**src/rtl/sprite_draw_engine_if.sv**
```systemverilog
// Sprite command / pixel byte input and framebuffer write port of the sprite draw engine.
// The engine takes the slave side; the decoder/framebuffer environment takes the master side.
interface sprite_draw_engine_if;
    logic        sprite_enable_in;
    logic        data_valid_in;
    logic [7:0]  sprite_data_in;
    logic [9:0]  sprite_x_position_in;
    logic [9:0]  sprite_y_position_in;
    logic [9:0]  sprite_width_in;
    logic [4:0]  sprite_total_colors_in;
    logic [3:0]  sprite_palette_offset_in;
    logic        pixel_ready_in;
    logic        pixel_write_enable_out;
    logic [17:0] pixel_address_out;
    logic [3:0]  pixel_color_out;
    logic        busy_out;
    logic        overflow_out;

    modport master (
        output sprite_enable_in, data_valid_in, sprite_data_in,
               sprite_x_position_in, sprite_y_position_in, sprite_width_in,
               sprite_total_colors_in, sprite_palette_offset_in, pixel_ready_in,
        input  pixel_write_enable_out, pixel_address_out, pixel_color_out,
               busy_out, overflow_out
    );

    modport slave (
        input  sprite_enable_in, data_valid_in, sprite_data_in,
               sprite_x_position_in, sprite_y_position_in, sprite_width_in,
               sprite_total_colors_in, sprite_palette_offset_in, pixel_ready_in,
        output pixel_write_enable_out, pixel_address_out, pixel_color_out,
               busy_out, overflow_out
    );
endinterface

```
**src/rtl/sprite_draw_engine.sv**
```systemverilog
// Sprite draw engine: buffers pixel bytes, unpacks them at 1/2/4 bpp and emits
// clipped, palette-offset framebuffer writes along a wrapping raster cursor.
module sprite_draw_engine #(
    parameter int FIFO_DEPTH    = 8,
    parameter int SCREEN_WIDTH  = 640,
    parameter int SCREEN_HEIGHT = 400
) (
    input logic                 clock_in,
    input logic                 reset_n_in,
    sprite_draw_engine_if.slave bus
);
    localparam int AW = $clog2(FIFO_DEPTH);

    typedef struct packed {
        logic [9:0] x;
        logic [9:0] y;
        logic [9:0] width;
        logic [4:0] colors;
        logic [3:0] offset;
    } sprite_params_t;

    typedef enum logic [1:0] {IDLE, LOAD, EMIT} state_t;

    function automatic logic [2:0] bpp_of(input logic [4:0] colors);
        if (colors <= 5'd2)      return 3'd1;
        else if (colors <= 5'd4) return 3'd2;
        else                     return 3'd4;
    endfunction

    // Input edge detection and byte tagging
    logic dv_q, en_q, first_flag;
    logic dv_rise, en_rise, push, push_ok, pop, tag;

    // Byte FIFO
    logic [8:0]  mem [FIFO_DEPTH];
    logic [AW-1:0] wr_ptr, rd_ptr;
    logic [AW:0]   count;
    logic        fifo_empty, fifo_full;
    logic [8:0]  fifo_q;
    logic        overflow;

    // Unpacker
    state_t         state;
    sprite_params_t pend;
    logic [9:0]     act_x, act_width;
    logic [3:0]     act_offset;
    logic [2:0]     bpp, bpp_ld;
    logic [7:0]     sh;
    logic           load_first;
    logic [3:0]     pix_cnt;
    logic [10:0]    cx, cy, cx_inc;
    logic           we_q;
    logic [17:0]    addr_q;
    logic [3:0]     color_q;
    logic           stall, last_pix, wrap, in_screen, do_write;
    logic [3:0]     v;
    logic [17:0]    addr_n;

    assign dv_rise    = bus.data_valid_in & ~dv_q;
    assign en_rise    = bus.sprite_enable_in & ~en_q;
    assign push       = dv_rise & bus.sprite_enable_in;
    assign tag        = first_flag | en_rise;
    assign fifo_empty = (count == '0);
    assign fifo_full  = (count == (AW+1)'(FIFO_DEPTH));
    assign fifo_q     = mem[rd_ptr];
    assign stall      = we_q & ~bus.pixel_ready_in;
    assign last_pix   = (pix_cnt == 4'd1);
    assign pop        = !stall && !fifo_empty && (state == IDLE || (state == EMIT && last_pix));
    assign push_ok    = push && (!fifo_full || pop);
    assign bpp_ld     = load_first ? bpp_of(pend.colors) : bpp;

    always_comb begin
        v = 4'd0;
        case (bpp)
            3'd1:    v = {3'b000, sh[7]};
            3'd2:    v = {2'b00, sh[7:6]};
            default: v = sh[7:4];
        endcase
        cx_inc    = cx + 11'd1;
        // A zero width never wraps and never draws
        wrap      = (act_width != 10'd0) && ((cx_inc - {1'b0, act_x}) == {1'b0, act_width});
        in_screen = (cx < 11'(SCREEN_WIDTH)) && (cy < 11'(SCREEN_HEIGHT));
        do_write  = (v != 4'd0) && in_screen && (act_width != 10'd0);
        addr_n    = 18'(cy) * 18'(SCREEN_WIDTH) + 18'(cx);
    end

    always_ff @(posedge clock_in) begin
        if (push_ok) mem[wr_ptr] <= {tag, bus.sprite_data_in};
    end

    always_ff @(posedge clock_in or negedge reset_n_in) begin
        if (!reset_n_in) begin
            dv_q       <= 1'b0;
            en_q       <= 1'b0;
            first_flag <= 1'b0;
            wr_ptr     <= '0;
            rd_ptr     <= '0;
            count      <= '0;
            overflow   <= 1'b0;
            pend       <= '0;
        end else begin
            dv_q <= bus.data_valid_in;
            en_q <= bus.sprite_enable_in;
            if (push)         first_flag <= 1'b0;
            else if (en_rise) first_flag <= 1'b1;
            if (en_rise) begin
                pend <= '{x: bus.sprite_x_position_in, y: bus.sprite_y_position_in,
                          width: bus.sprite_width_in, colors: bus.sprite_total_colors_in,
                          offset: bus.sprite_palette_offset_in};
            end
            if (push && !push_ok) overflow <= 1'b1;
            else if (en_rise)     overflow <= 1'b0;
            if (push_ok) wr_ptr <= wr_ptr + 1'b1;
            if (pop)     rd_ptr <= rd_ptr + 1'b1;
            count <= count + {{AW{1'b0}}, push_ok} - {{AW{1'b0}}, pop};
        end
    end

    // Unpacker FSM; a stalled write freezes the whole FSM and its outputs
    always_ff @(posedge clock_in or negedge reset_n_in) begin
        if (!reset_n_in) begin
            state      <= IDLE;
            sh         <= '0;
            load_first <= 1'b0;
            pix_cnt    <= '0;
            bpp        <= 3'd1;
            act_x      <= '0;
            act_width  <= '0;
            act_offset <= '0;
            cx         <= '0;
            cy         <= '0;
            we_q       <= 1'b0;
            addr_q     <= '0;
            color_q    <= '0;
        end else if (!stall) begin
            we_q <= 1'b0;
            case (state)
                IDLE: begin
                    if (pop) begin
                        sh         <= fifo_q[7:0];
                        load_first <= fifo_q[8];
                        state      <= LOAD;
                    end
                end
                LOAD: begin
                    if (load_first) begin
                        act_x      <= pend.x;
                        act_width  <= pend.width;
                        act_offset <= pend.offset;
                        cx         <= {1'b0, pend.x};
                        cy         <= {1'b0, pend.y};
                    end
                    bpp <= bpp_ld;
                    case (bpp_ld)
                        3'd1:    pix_cnt <= 4'd8;
                        3'd2:    pix_cnt <= 4'd4;
                        default: pix_cnt <= 4'd2;
                    endcase
                    state <= EMIT;
                end
                EMIT: begin
                    we_q    <= do_write;
                    addr_q  <= addr_n;
                    color_q <= v + act_offset;
                    sh      <= sh << bpp;
                    pix_cnt <= pix_cnt - 4'd1;
                    if (wrap) begin
                        cx <= {1'b0, act_x};
                        cy <= cy + 11'd1;
                    end else begin
                        cx <= cx_inc;
                    end
                    if (last_pix) begin
                        if (pop) begin
                            sh         <= fifo_q[7:0];
                            load_first <= fifo_q[8];
                            state      <= LOAD;
                        end else begin
                            state <= IDLE;
                        end
                    end
                end
                default: state <= IDLE;
            endcase
        end
    end

    assign bus.pixel_write_enable_out = we_q;
    assign bus.pixel_address_out      = addr_q;
    assign bus.pixel_color_out        = color_q;
    assign bus.busy_out               = !fifo_empty || (state != IDLE);
    assign bus.overflow_out           = overflow;
endmodule
```
**src/flat_wrapper.sv**
```systemverilog
// flat-port wrapper written by rule: the top's interface ports become plain ports
module sprite_draw_engine_flat 
#(
    parameter int FIFO_DEPTH    = 8,
    parameter int SCREEN_WIDTH  = 640,
    parameter int SCREEN_HEIGHT = 400
)
  (clock_in, reset_n_in, bus_sprite_enable_in, bus_data_valid_in, bus_sprite_data_in, bus_sprite_x_position_in, bus_sprite_y_position_in, bus_sprite_width_in, bus_sprite_total_colors_in, bus_sprite_palette_offset_in, bus_pixel_ready_in, bus_pixel_write_enable_out, bus_pixel_address_out, bus_pixel_color_out, bus_busy_out, bus_overflow_out);
  sprite_draw_engine_if bus_i ();
  input logic clock_in;
  input logic reset_n_in;
  input wire logic [$bits(bus_i.sprite_enable_in)-1:0] bus_sprite_enable_in;
  input wire logic [$bits(bus_i.data_valid_in)-1:0] bus_data_valid_in;
  input wire logic [$bits(bus_i.sprite_data_in)-1:0] bus_sprite_data_in;
  input wire logic [$bits(bus_i.sprite_x_position_in)-1:0] bus_sprite_x_position_in;
  input wire logic [$bits(bus_i.sprite_y_position_in)-1:0] bus_sprite_y_position_in;
  input wire logic [$bits(bus_i.sprite_width_in)-1:0] bus_sprite_width_in;
  input wire logic [$bits(bus_i.sprite_total_colors_in)-1:0] bus_sprite_total_colors_in;
  input wire logic [$bits(bus_i.sprite_palette_offset_in)-1:0] bus_sprite_palette_offset_in;
  input wire logic [$bits(bus_i.pixel_ready_in)-1:0] bus_pixel_ready_in;
  output wire logic [$bits(bus_i.pixel_write_enable_out)-1:0] bus_pixel_write_enable_out;
  output wire logic [$bits(bus_i.pixel_address_out)-1:0] bus_pixel_address_out;
  output wire logic [$bits(bus_i.pixel_color_out)-1:0] bus_pixel_color_out;
  output wire logic [$bits(bus_i.busy_out)-1:0] bus_busy_out;
  output wire logic [$bits(bus_i.overflow_out)-1:0] bus_overflow_out;
  assign bus_i.sprite_enable_in = bus_sprite_enable_in;
  assign bus_i.data_valid_in = bus_data_valid_in;
  assign bus_i.sprite_data_in = bus_sprite_data_in;
  assign bus_i.sprite_x_position_in = bus_sprite_x_position_in;
  assign bus_i.sprite_y_position_in = bus_sprite_y_position_in;
  assign bus_i.sprite_width_in = bus_sprite_width_in;
  assign bus_i.sprite_total_colors_in = bus_sprite_total_colors_in;
  assign bus_i.sprite_palette_offset_in = bus_sprite_palette_offset_in;
  assign bus_i.pixel_ready_in = bus_pixel_ready_in;
  assign bus_pixel_write_enable_out = bus_i.pixel_write_enable_out;
  assign bus_pixel_address_out = bus_i.pixel_address_out;
  assign bus_pixel_color_out = bus_i.pixel_color_out;
  assign bus_busy_out = bus_i.busy_out;
  assign bus_overflow_out = bus_i.overflow_out;
  sprite_draw_engine #(.FIFO_DEPTH(FIFO_DEPTH), .SCREEN_WIDTH(SCREEN_WIDTH), .SCREEN_HEIGHT(SCREEN_HEIGHT)) u_core (.clock_in(clock_in), .reset_n_in(reset_n_in), .bus(bus_i));
endmodule
```
**config.mk**
```make
export PLATFORM = sky130hd
export DESIGN_NAME = sprite_draw_engine_flat
export DESIGN_NICKNAME = d
export VERILOG_FILES = /design/src/rtl/sprite_draw_engine_if.sv /design/src/rtl/sprite_draw_engine.sv /design/src/flat_wrapper.sv
export SDC_FILE = /design/constraint.sdc
export NUM_CORES = 1
export LEC_CHECK = 0
export ABC_AREA = 1
export CAP_MARGIN = 40
export CORE_MARGIN = 3
export CORE_UTILIZATION = 47
export CTS_BUF_LIST = sky130_fd_sc_hd__clkbuf_16
export DETAILED_ROUTE_END_ITERATION = 10
export PLACE_DENSITY = 0.66
export SKIP_LAST_GASP = 1
export SYNTH_ARGS = -nofsm -noshare
export SYNTH_HDL_FRONTEND = slang
export SYNTH_SLANG_ARGS = --single-unit
```
**constraint.sdc**
```tcl
create_clock -name clock_in -period 5.1 [get_ports clock_in]
set_input_delay 1.02 -clock clock_in [delete_from_list [all_inputs] [get_ports clock_in]]
set_output_delay 1.02 -clock clock_in [all_outputs]
set_load 0.03 [all_outputs]
```
==> results by group, run 1 <==
Clocking
  – Num Clock Sinks: 212
  – Root buffer cell: clkbuf_16
  – H-tree levels: 1
  – Worst-path clk slew: 0.06 ns
  – TritonCTS buffer count: 24
  – CTS tree: done
  – Max Buffers Root-to-Sink: 3
  – Clock Latency Late Sink: 0.53 ns
  – Post-cts sizing count: 0
  – Postcts setup bufs: 0
  – Hold_buf cts: 0

Route
  – Via/cell ratio: 5.06
  – Pre-antenna DRT Iters: 6
  – Remaining DRCs: 0
  – DRT antenna net count: 0
  – Via Count: 8,584
  – Final WL: 25.5 mm
  – DR WL/cell: 15.0 µm
  – Iter 0 DRT Violations: 597

Synth
  – Post-Syn Area: 11,200 µm²
  – Sequential area share after synthesis: 0.507
  – FF+latch count, synth: 212
  – Syn nets: 1,397
  – Syn avg cell area: 8.65 µm²
  – Yosys cell types: 45
  – Ys flop type: dfrtp_1
  – Cells after synthesis: 1,293
  – Ys Warns: 0
  – Ys async rst share: 0.660
  – Post-synth EDFFs: 72

Timing
  – Clock skew: 0.0181 ns
  – Least-Margin Pin Slew: 0.871 ns
  – Count of final max-slew check failures: 0
  – RSZ-0062 raised after global routing: false
  – Relative slew slack: 0.418
  – Final hold violations: 0
  – TNS Setup: 0 ns
  – Final setup fails: 0
  – Final Cycle Share: 0.772
  – Min Clock Period, post-route: 3.94 ns
  – Upper clock frequency limit: 0.254 GHz

Worst setup path
  – CP top delay family: simple AND/OR/NAND/NOR gates
  – R2r worst-path depth: 19
  – Slowest library cell on the worst path: dfrtp_1
  – Critical Path AT: 4.32 ns
  – CP Class: reg2reg
  – Worst setup EP type: flip-flop
  – Worst Path Buf+Inv: 2
  – WP data required: 5.49 ns
  – CP cell instances: ha_1 > nand3_1 > nor2_1 > nand2_1 > xor2_1 > inv_1 > ha_1 > nand2_1 > inv_1 > a21boi_0 > nand3_1 > nand2_1 > nand2_1 > nor2_2 > nand2_2 > nand2_4 > nand2_2 > nand2_1 > o21ai_2
  – Kind of start point of the critical path: flip-flop
  – Highest cell delay on the worst timing path: 0.47 ns
  – Worst reg2reg path endpoint: u_core.cy[2]
  – Crit path max fanout: 20
  – Reg-to-reg slack, setup: 1.16 ns
  – Reg2reg start: u_core.cx[0]
  – Worst path most repeated cell: nand2_1

Global routing
  – Global-route wire length before repair: 42.4 mm
  – Number of global-route vias before repair: 8,355
  – Pin count of the biggest net entering global routing: 91
  – GRT Overall Usage: 0.201
  – Grt total ovfl: 0
  – Initial antenna violation count: 0

Layout
  – Ratio of cells with drive above 1 in the final layout: 0.0940
  – Commonest non-fill, non-tap cell in the layout: nand2_1
  – Area growth, synth to finish: 17.1%
  – # diodes: 0
  – Post-layout instance area: 13,100 µm²
  – Final nets: 1,469
  – Fillers: 2,139
  – Commonest non-fill, non-tap cells in the layout: nand2_1, dfrtp_1, inv_1, o21ai_0, nor2_1

Place
  – Post-DP Area: 12,300 µm²
  – IO Port Bufs: 76
  – Placer Congestion: 0.892
  – Post-DP HPWL: 18.5 mm

Flow run
  – Max cap viols: 0

Floorplanning
  – Core ar.: 23,000 µm²
  – Initial core utilization: 0.486
  – Row count: 55
  – Io pins: 77
  – Die width: 160 µm
  – Die height: 160 µm
  – Die ar.: 25,700 µm²

Pwr
  – Max IR drop VDD: 348 µV
  – PwrDens: 674 nW/µm²
  – Static Leak: 5.98 nW

Hold path
  – Hold WC Path Type: in2async

Status
  – Status: complete, no violations
-- per-stage QoR --
step / hold WS [ns] / total power (W) / cells / setup WS, ns / util
final: 0.277 / 0.00883 / 1696 / 1.16 / 0.570
after global routing: 0.259 / 0.00964 / 1696 / 0.748 / 0.570
after CTS: 0.256 / 0.00889 / 1696 / 1.22 / 0.570
after detailed placement: 0.459 / 0.00712 / 1652 / 1.25 / 0.535
after global placement: 0.455 / 0.00703 / 1648 / 1.33 / 0.532
after floorplan: 0.437 / 0.00593 / 1293 / 2.25 / -
-- cells by family (layout without fill, tap and decap cells) --
logic type                 count (synthesis)  in the layout  share of synthesized area
and+or+nand+nor                          598            598                      0.226
DFF                                      212            212                      0.507
AOI/OAI and AO/OA                        207            207                      0.110
buffers and inverters                    186            276                     0.0656
adders and majority gates                 52             52                     0.0615
xor gates and xnor gates                  35             35                     0.0274
muxes                                      3              3                    0.00269
-- routing by layer --
layer,up-vias,part of all wire,global-route usage
met4,0,0.018,0.0394
li1,4370,-,-
met1,4013,0.48,0.289
met2,167,0.46,0.330
met5,-,0,0
met3,34,0.037,0.0252
-- Yosys cell counts, types with 2 or more instances --
cell | number | share of area
a21oi_1 | 32 | 0.014
a21oi_2 | 12 | 0.0094
a22oi_1 | 2 | 0.0013
a31oi_1 | 3 | 0.0017
buf_2 | 10 | 0.0045
buf_6 | 3 | 0.0030
clkbuf_1 | 31 | 0.010
clkinv_1 | 3 | 0.0010
dfrtp_1 | 139 | 0.31
edfxtp_1 | 72 | 0.19
fa_1 | 5 | 0.0090
ha_1 | 47 | 0.053
inv_1 | 132 | 0.044
inv_2 | 7 | 0.0024
mux2i_1 | 3 | 0.0027
nand2_1 | 365 | 0.12
nand2_2 | 21 | 0.012
nand3_1 | 68 | 0.030
nand3_2 | 10 | 0.0090
nand4_1 | 3 | 0.0017
nor2_1 | 102 | 0.034
nor2_2 | 3 | 0.0017
nor3_1 | 10 | 0.0045
o211ai_1 | 3 | 0.0020
o21ai_0 | 108 | 0.048
o21ai_1 | 2 | 0.00090
o21ai_2 | 10 | 0.0078
o221ai_1 | 8 | 0.0063
o22ai_1 | 17 | 0.0095
o311ai_0 | 4 | 0.0031
or2_1 | 3 | 0.0017
or2_2 | 9 | 0.0050
xnor2_1 | 13 | 0.010
xor2_1 | 22 | 0.017
-- flip-flops by register name, indices dropped and copies added, names as in the netlist, 2 cells and up --
register                      count
u_core.act_offset                 4
u_core.act_width                 10
u_core.act_x                     10
u_core.bpp                        3
u_core.bus.pixel_address_out     18
u_core.bus.pixel_color_out        4
u_core.count                      4
u_core.cx                        11
u_core.cy                        11
u_core.mem                       72
u_core.pend                      39
u_core.pix_cnt                    4
u_core.rd_ptr                     3
u_core.sh                         8
u_core.state                      2
u_core.wr_ptr                     3
-- worst reg2reg max path, cell delays in order (launching register included) --
cell	delay (ns)
dfrtp_1	0.47
ha_1	0.29
nand3_1	0.13
nor2_1	0.19
nand2_1	0.10
xor2_1	0.21
inv_1	0.07
ha_1	0.35
nand2_1	0.12
inv_1	0.04
a21boi_0	0.23
nand3_1	0.10
nand2_1	0.07
nand2_1	0.07
nor2_2	0.35
nand2_2	0.32
nand2_4	0.17
nand2_2	0.30
nand2_1	0.18
o21ai_2	0.06
-- worst max-delay path by stage --
stage | startpoint | endpoint | slack, ns | cells past startpoint
floorplan | bus_pixel_ready_in | u_core.mem[4][0] | 2.25 | 9
global placement | u_core.cx[0] | u_core.cy[2] | 1.33 | 19
detailed placement | u_core.cx[0] | u_core.cy[2] | 1.25 | 19
CTS | u_core.cx[0] | u_core.cy[2] | 1.22 | 19
global route | u_core.cx[0] | u_core.cy[9] | 0.75 | 20
finish | u_core.cx[0] | u_core.cy[2] | 1.16 | 19
-- power breakdown --
part / internal, W / leakage, nW / switching [W]
clock: 0.00102 / 0.408 / 0.000699
sequential: 0.00220 / 2.37 / 0.000393
combinational: 0.00165 / 3.20 / 0.00287
total: 0.00487 / 5.98 / 0.00396
-- layout make-up --
type	instances	area, µm²	share of cell area
Inverter	142	533	0.0407
Tap cell	313	392	0.0299
Multi-Input combinational cell	895	4790	0.366
Clock inverter	20	208	0.0159
Clock buffer	24	601	0.0459
Timing Repair Buffer	90	907	0.0693
Sequential cell	212	5670	0.433
Note: power is estimated with default switching activity, not from simulation.
==> inputs of run 2 (changes only) <==
--- a/config.mk
+++ b/config.mk
@@ -11,7 +11,7 @@
 export CORE_UTILIZATION = 47
 export CTS_BUF_LIST = sky130_fd_sc_hd__clkbuf_16
 export DETAILED_ROUTE_END_ITERATION = 10
-export PLACE_DENSITY = 0.66
+export PLACE_DENSITY = 0.68
 export SKIP_LAST_GASP = 1
 export SYNTH_ARGS = -nofsm -noshare
 export SYNTH_HDL_FRONTEND = slang
==> constraint.sdc (replaced) <==
create_clock -name clock_in -period 3.45 [get_ports clock_in]
set_input_delay 0.69 -clock clock_in [delete_from_list [all_inputs] [get_ports clock_in]]
set_output_delay 0.69 -clock clock_in [all_outputs]
set_load 0.03 [all_outputs]
==> run 2 against run 1 <==
Critical path depth up 1. Largest power group unchanged. Via count up 0.63%. Worst hold slack worse by 0.13 ns. Cell area up 0.38%. Flip-flop and latch count unchanged. Fmax up 23%. Setup slack worse by 0.91 ns. Power up 48%. Largest cell class unchanged. Clock skew down 0.0086 ns.
==> results by group, run 2 (synthesis results as in run 1) <==
Worst setup path
  – CP Class: reg2reg (unchanged)
  – WP data required: 3.84 ns (was 5.49 ns)
  – Kind of start point of the critical path: flip-flop (unchanged)
  – Reg-to-reg slack, setup: 0.25 ns (was 1.16 ns)
  – Reg2reg start: u_core.cx[0] (unchanged)
  – Worst Setup SP: u_core.cx[0] (unchanged)
  – R2r worst-path depth: 20 (was 19)
  – Worst setup EP type: flip-flop (unchanged)
  – End of the critical path: u_core.cy[6] (was u_core.cy[2])
  – Worst reg2reg path endpoint: u_core.cy[6] (was u_core.cy[2])
  – Crit path max fanout: 20 (unchanged)
  – Critical Path AT: 3.59 ns (was 4.32 ns)

Pwr
  – Power Internal: 0.00723 W (was 0.00487 W)
  – Max IR drop VDD: 444 µV (was 348 µV)
  – Reg power frac: 0.292 (was 0.294)
  – Net load switching power: 0.00581 W (was 0.00396 W)
  – Clock power share: 0.190 (was 0.195)
  – Gate power share: 0.519 (was 0.511)
  – Static Leak: 6.03 nW (was 5.98 nW)
  – PwrDens: 993 nW/µm² (was 674 nW/µm²)
  – Switching Fraction: 0.446 (was 0.449)

Route
  – Via Count: 8,638 (was 8,584)
  – Via/cell ratio: 5.06 (about the same)
  – DRT antenna net count: 0 (unchanged)
  – Final WL: 25.2 mm (was 25.5 mm)
  – DR WL/cell: 14.7 µm (was 15.0 µm)
  – Pre-antenna DRT Iters: 5 (was 6)
  – Remaining DRCs: 0 (unchanged)
  – Iter 0 DRT Violations: 556 (was 597)

Place
  – Placer Congestion: 0.899 (was 0.892)
  – IO Port Bufs: 76 (unchanged)
  – Post-DP HPWL: 17.7 mm (was 18.5 mm)

Timing
  – Least-Margin Pin Slew: 0.654 ns (was 0.871 ns)
  – Count of final max-slew check failures: 0 (unchanged)
  – Min Clock Period, post-route: 3.20 ns (was 3.94 ns)
  – Relative slew slack: 0.563 (was 0.418)
  – TNS Setup: 0 ns (unchanged)
  – Final setup fails: 0 (unchanged)
  – Final Cycle Share: 0.926 (was 0.772)
  – RSZ-0062 raised after global routing: false (unchanged)
  – Final hold violations: 0 (unchanged)
  – Clock skew: 0.00949 ns (was 0.0181 ns)
  – Upper clock frequency limit: 0.313 GHz (was 0.254 GHz)

Layout
  – Commonest non-fill, non-tap cell in the layout: nand2_1 (unchanged)
  – Final core utilization: 0.572 (was 0.570)
  – Final nets: 1,481 (was 1,469)
  – Ratio of cells with drive above 1 in the final layout: 0.102 (was 0.0940)
  – Commonest non-fill, non-tap cells in the layout: nand2_1, inv_1, dfrtp_1, o21ai_0, nor2_1 (was nand2_1, dfrtp_1, inv_1, o21ai_0, nor2_1)
  – Largest register FFs: 72 (unchanged)
  – Reg with most FFs: u_core.mem (unchanged)
  – # diodes: 0 (unchanged)
  – Area growth, synth to finish: 17.6% (was 17.1%)

Hold path
  – Hold WC Path Type: in2async (unchanged)

Global routing
  – Initial antenna violation count: 0 (unchanged)
  – Global-route wire length before repair: 41.0 mm (was 42.4 mm)
  – Number of global-route vias before repair: 8,102 (was 8,355)
  – Pin count of the biggest net entering global routing: 58 (was 91)
  – Grt total ovfl: 0 (unchanged)
  – GRT Overall Usage: 0.194 (was 0.201)

Floorplanning
  – Row count: 55 (unchanged)
  – Die height: 160 µm (unchanged)
  – Io pins: 77 (unchanged)
  – Die ar.: 25,700 µm² (unchanged)
  – Initial core utilization: 0.486 (unchanged)
  – Core ar.: 23,000 µm² (unchanged)
  – Die width: 160 µm (unchanged)

Clocking
  – Postcts setup bufs: 0 (unchanged)
  – Hold_buf cts: 0 (unchanged)
  – TritonCTS buffer count: 24 (unchanged)
  – Post-cts sizing count: 0 (unchanged)
  – Num Clock Sinks: 212 (unchanged)
  – Max Buffers Root-to-Sink: 3 (unchanged)
  – H-tree levels: 1 (unchanged)
  – CTS tree: done (unchanged)
  – Worst-path clk slew: 0.06 ns (about the same)
  – Clock Latency Late Sink: 0.51 ns (was 0.53 ns)
  – Root buffer cell: clkbuf_16 (unchanged)

Status
  – Status: complete, no violations (unchanged)

Flow run
  – Max cap viols: 0 (unchanged)
## run 2: cell count changes in the layout (fill, tap and decap cells not counted), sizes merged
cell | before | now
buf | 15 | 27
clkinv | 13 | 10
clkinvlp | 2 | 1
inv | 144 | 148
## run 2: area by class of cell
class / instances / area (µm²)
repair buffers: 102 / 970
clock buffers: 24 / 601
fillers: 2080 / 9840
inverters: 142 / 533
clock inverters: 20 / 175
multi-input cells: 895 / 4810
flip-flops and latches: 212 / 5670
well taps: 313 / 392
## run 2: worst min path at each step
stage	from	cells after the start	slack [ns]	end
finish	reset_n_in	1	0.15	u_core.state[0]
global route	reset_n_in	1	0.19	u_core.pend[4]
CTS	reset_n_in	1	0.15	u_core.state[0]
detailed placement	u_core.pend[1]	2	0.46	u_core.act_offset[1]
global placement	u_core.bus.pixel_color_out[1]	2	0.45	u_core.bus.pixel_color_out[1]
floorplan	reset_n_in	0	0.39	u_core.act_offset[0]
## run 2: per-stage QoR
stage / cells / setup WS, ns / hold WS [ns] / total power, W / area [µm²]
2_1_floorplan: 1293 / 0.644 / 0.394 / 0.00877 / 11200
6_report: 1708 / 0.254 / 0.152 / 0.0130 / 13100
5_1_grt: 1708 / 0.0339 / 0.186 / 0.0142 / 13100
3_3_place_gp: 1664 / 0.265 / 0.454 / 0.0104 / 12400
3_5_place_dp: 1664 / 0.0824 / 0.456 / 0.0106 / 12400
4_1_cts: 1708 / 0.0606 / 0.154 / 0.0131 / 13100
## run 2: critical path: stages (launching register included)
cell and delay, ns:
dfrtp_1 0.44, ha_2 0.26, nand3_1 0.13, nor2_2 0.18
nand2_1 0.10, xor2_1 0.22, inv_1 0.09, ha_1 0.39
nand2_1 0.10, nor2_1 0.13, nand3_1 0.11, nand3_1 0.09
nand2_1 0.05, nand2_1 0.06, nand2_1 0.08, nor2_2 0.11
nand2_2 0.08, nand2_4 0.09, nand2_4 0.17, nand2_1 0.14
o21ai_2 0.06
## run 2: per-layer routing
layer,track usage,wire [µm],vias up
met4,0.0335,385,0
met5,0,0,-
met1,0.274,11700,4038
li1,-,-,4387
met3,0.0262,1240,30
met2,0.325,11800,183
## run 2: power groups by stage
stage / logic (W) / clock network, W / registers, W
2_1_floorplan: 0.00485 / 0 / 0.00392
3_3_place_gp: 0.00662 / 0 / 0.00382
3_5_place_dp: 0.00672 / 0 / 0.00384
4_1_cts: 0.00677 / 0.00252 / 0.00380
5_1_grt: 0.00767 / 0.00264 / 0.00389
6_report: 0.00677 / 0.00248 / 0.00381
==> inputs of run 3 (changes only) <==
--- a/config.mk
+++ b/config.mk
@@ -12,6 +12,7 @@
 export CTS_BUF_LIST = sky130_fd_sc_hd__clkbuf_16
 export DETAILED_ROUTE_END_ITERATION = 10
 export PLACE_DENSITY = 0.68
+export SKIP_CTS_REPAIR_TIMING = 1
 export SKIP_LAST_GASP = 1
 export SYNTH_ARGS = -nofsm -noshare
 export SYNTH_HDL_FRONTEND = slang
==> results of run 3 <==
Final layout, timing and power as in run 2 (identical DEF).
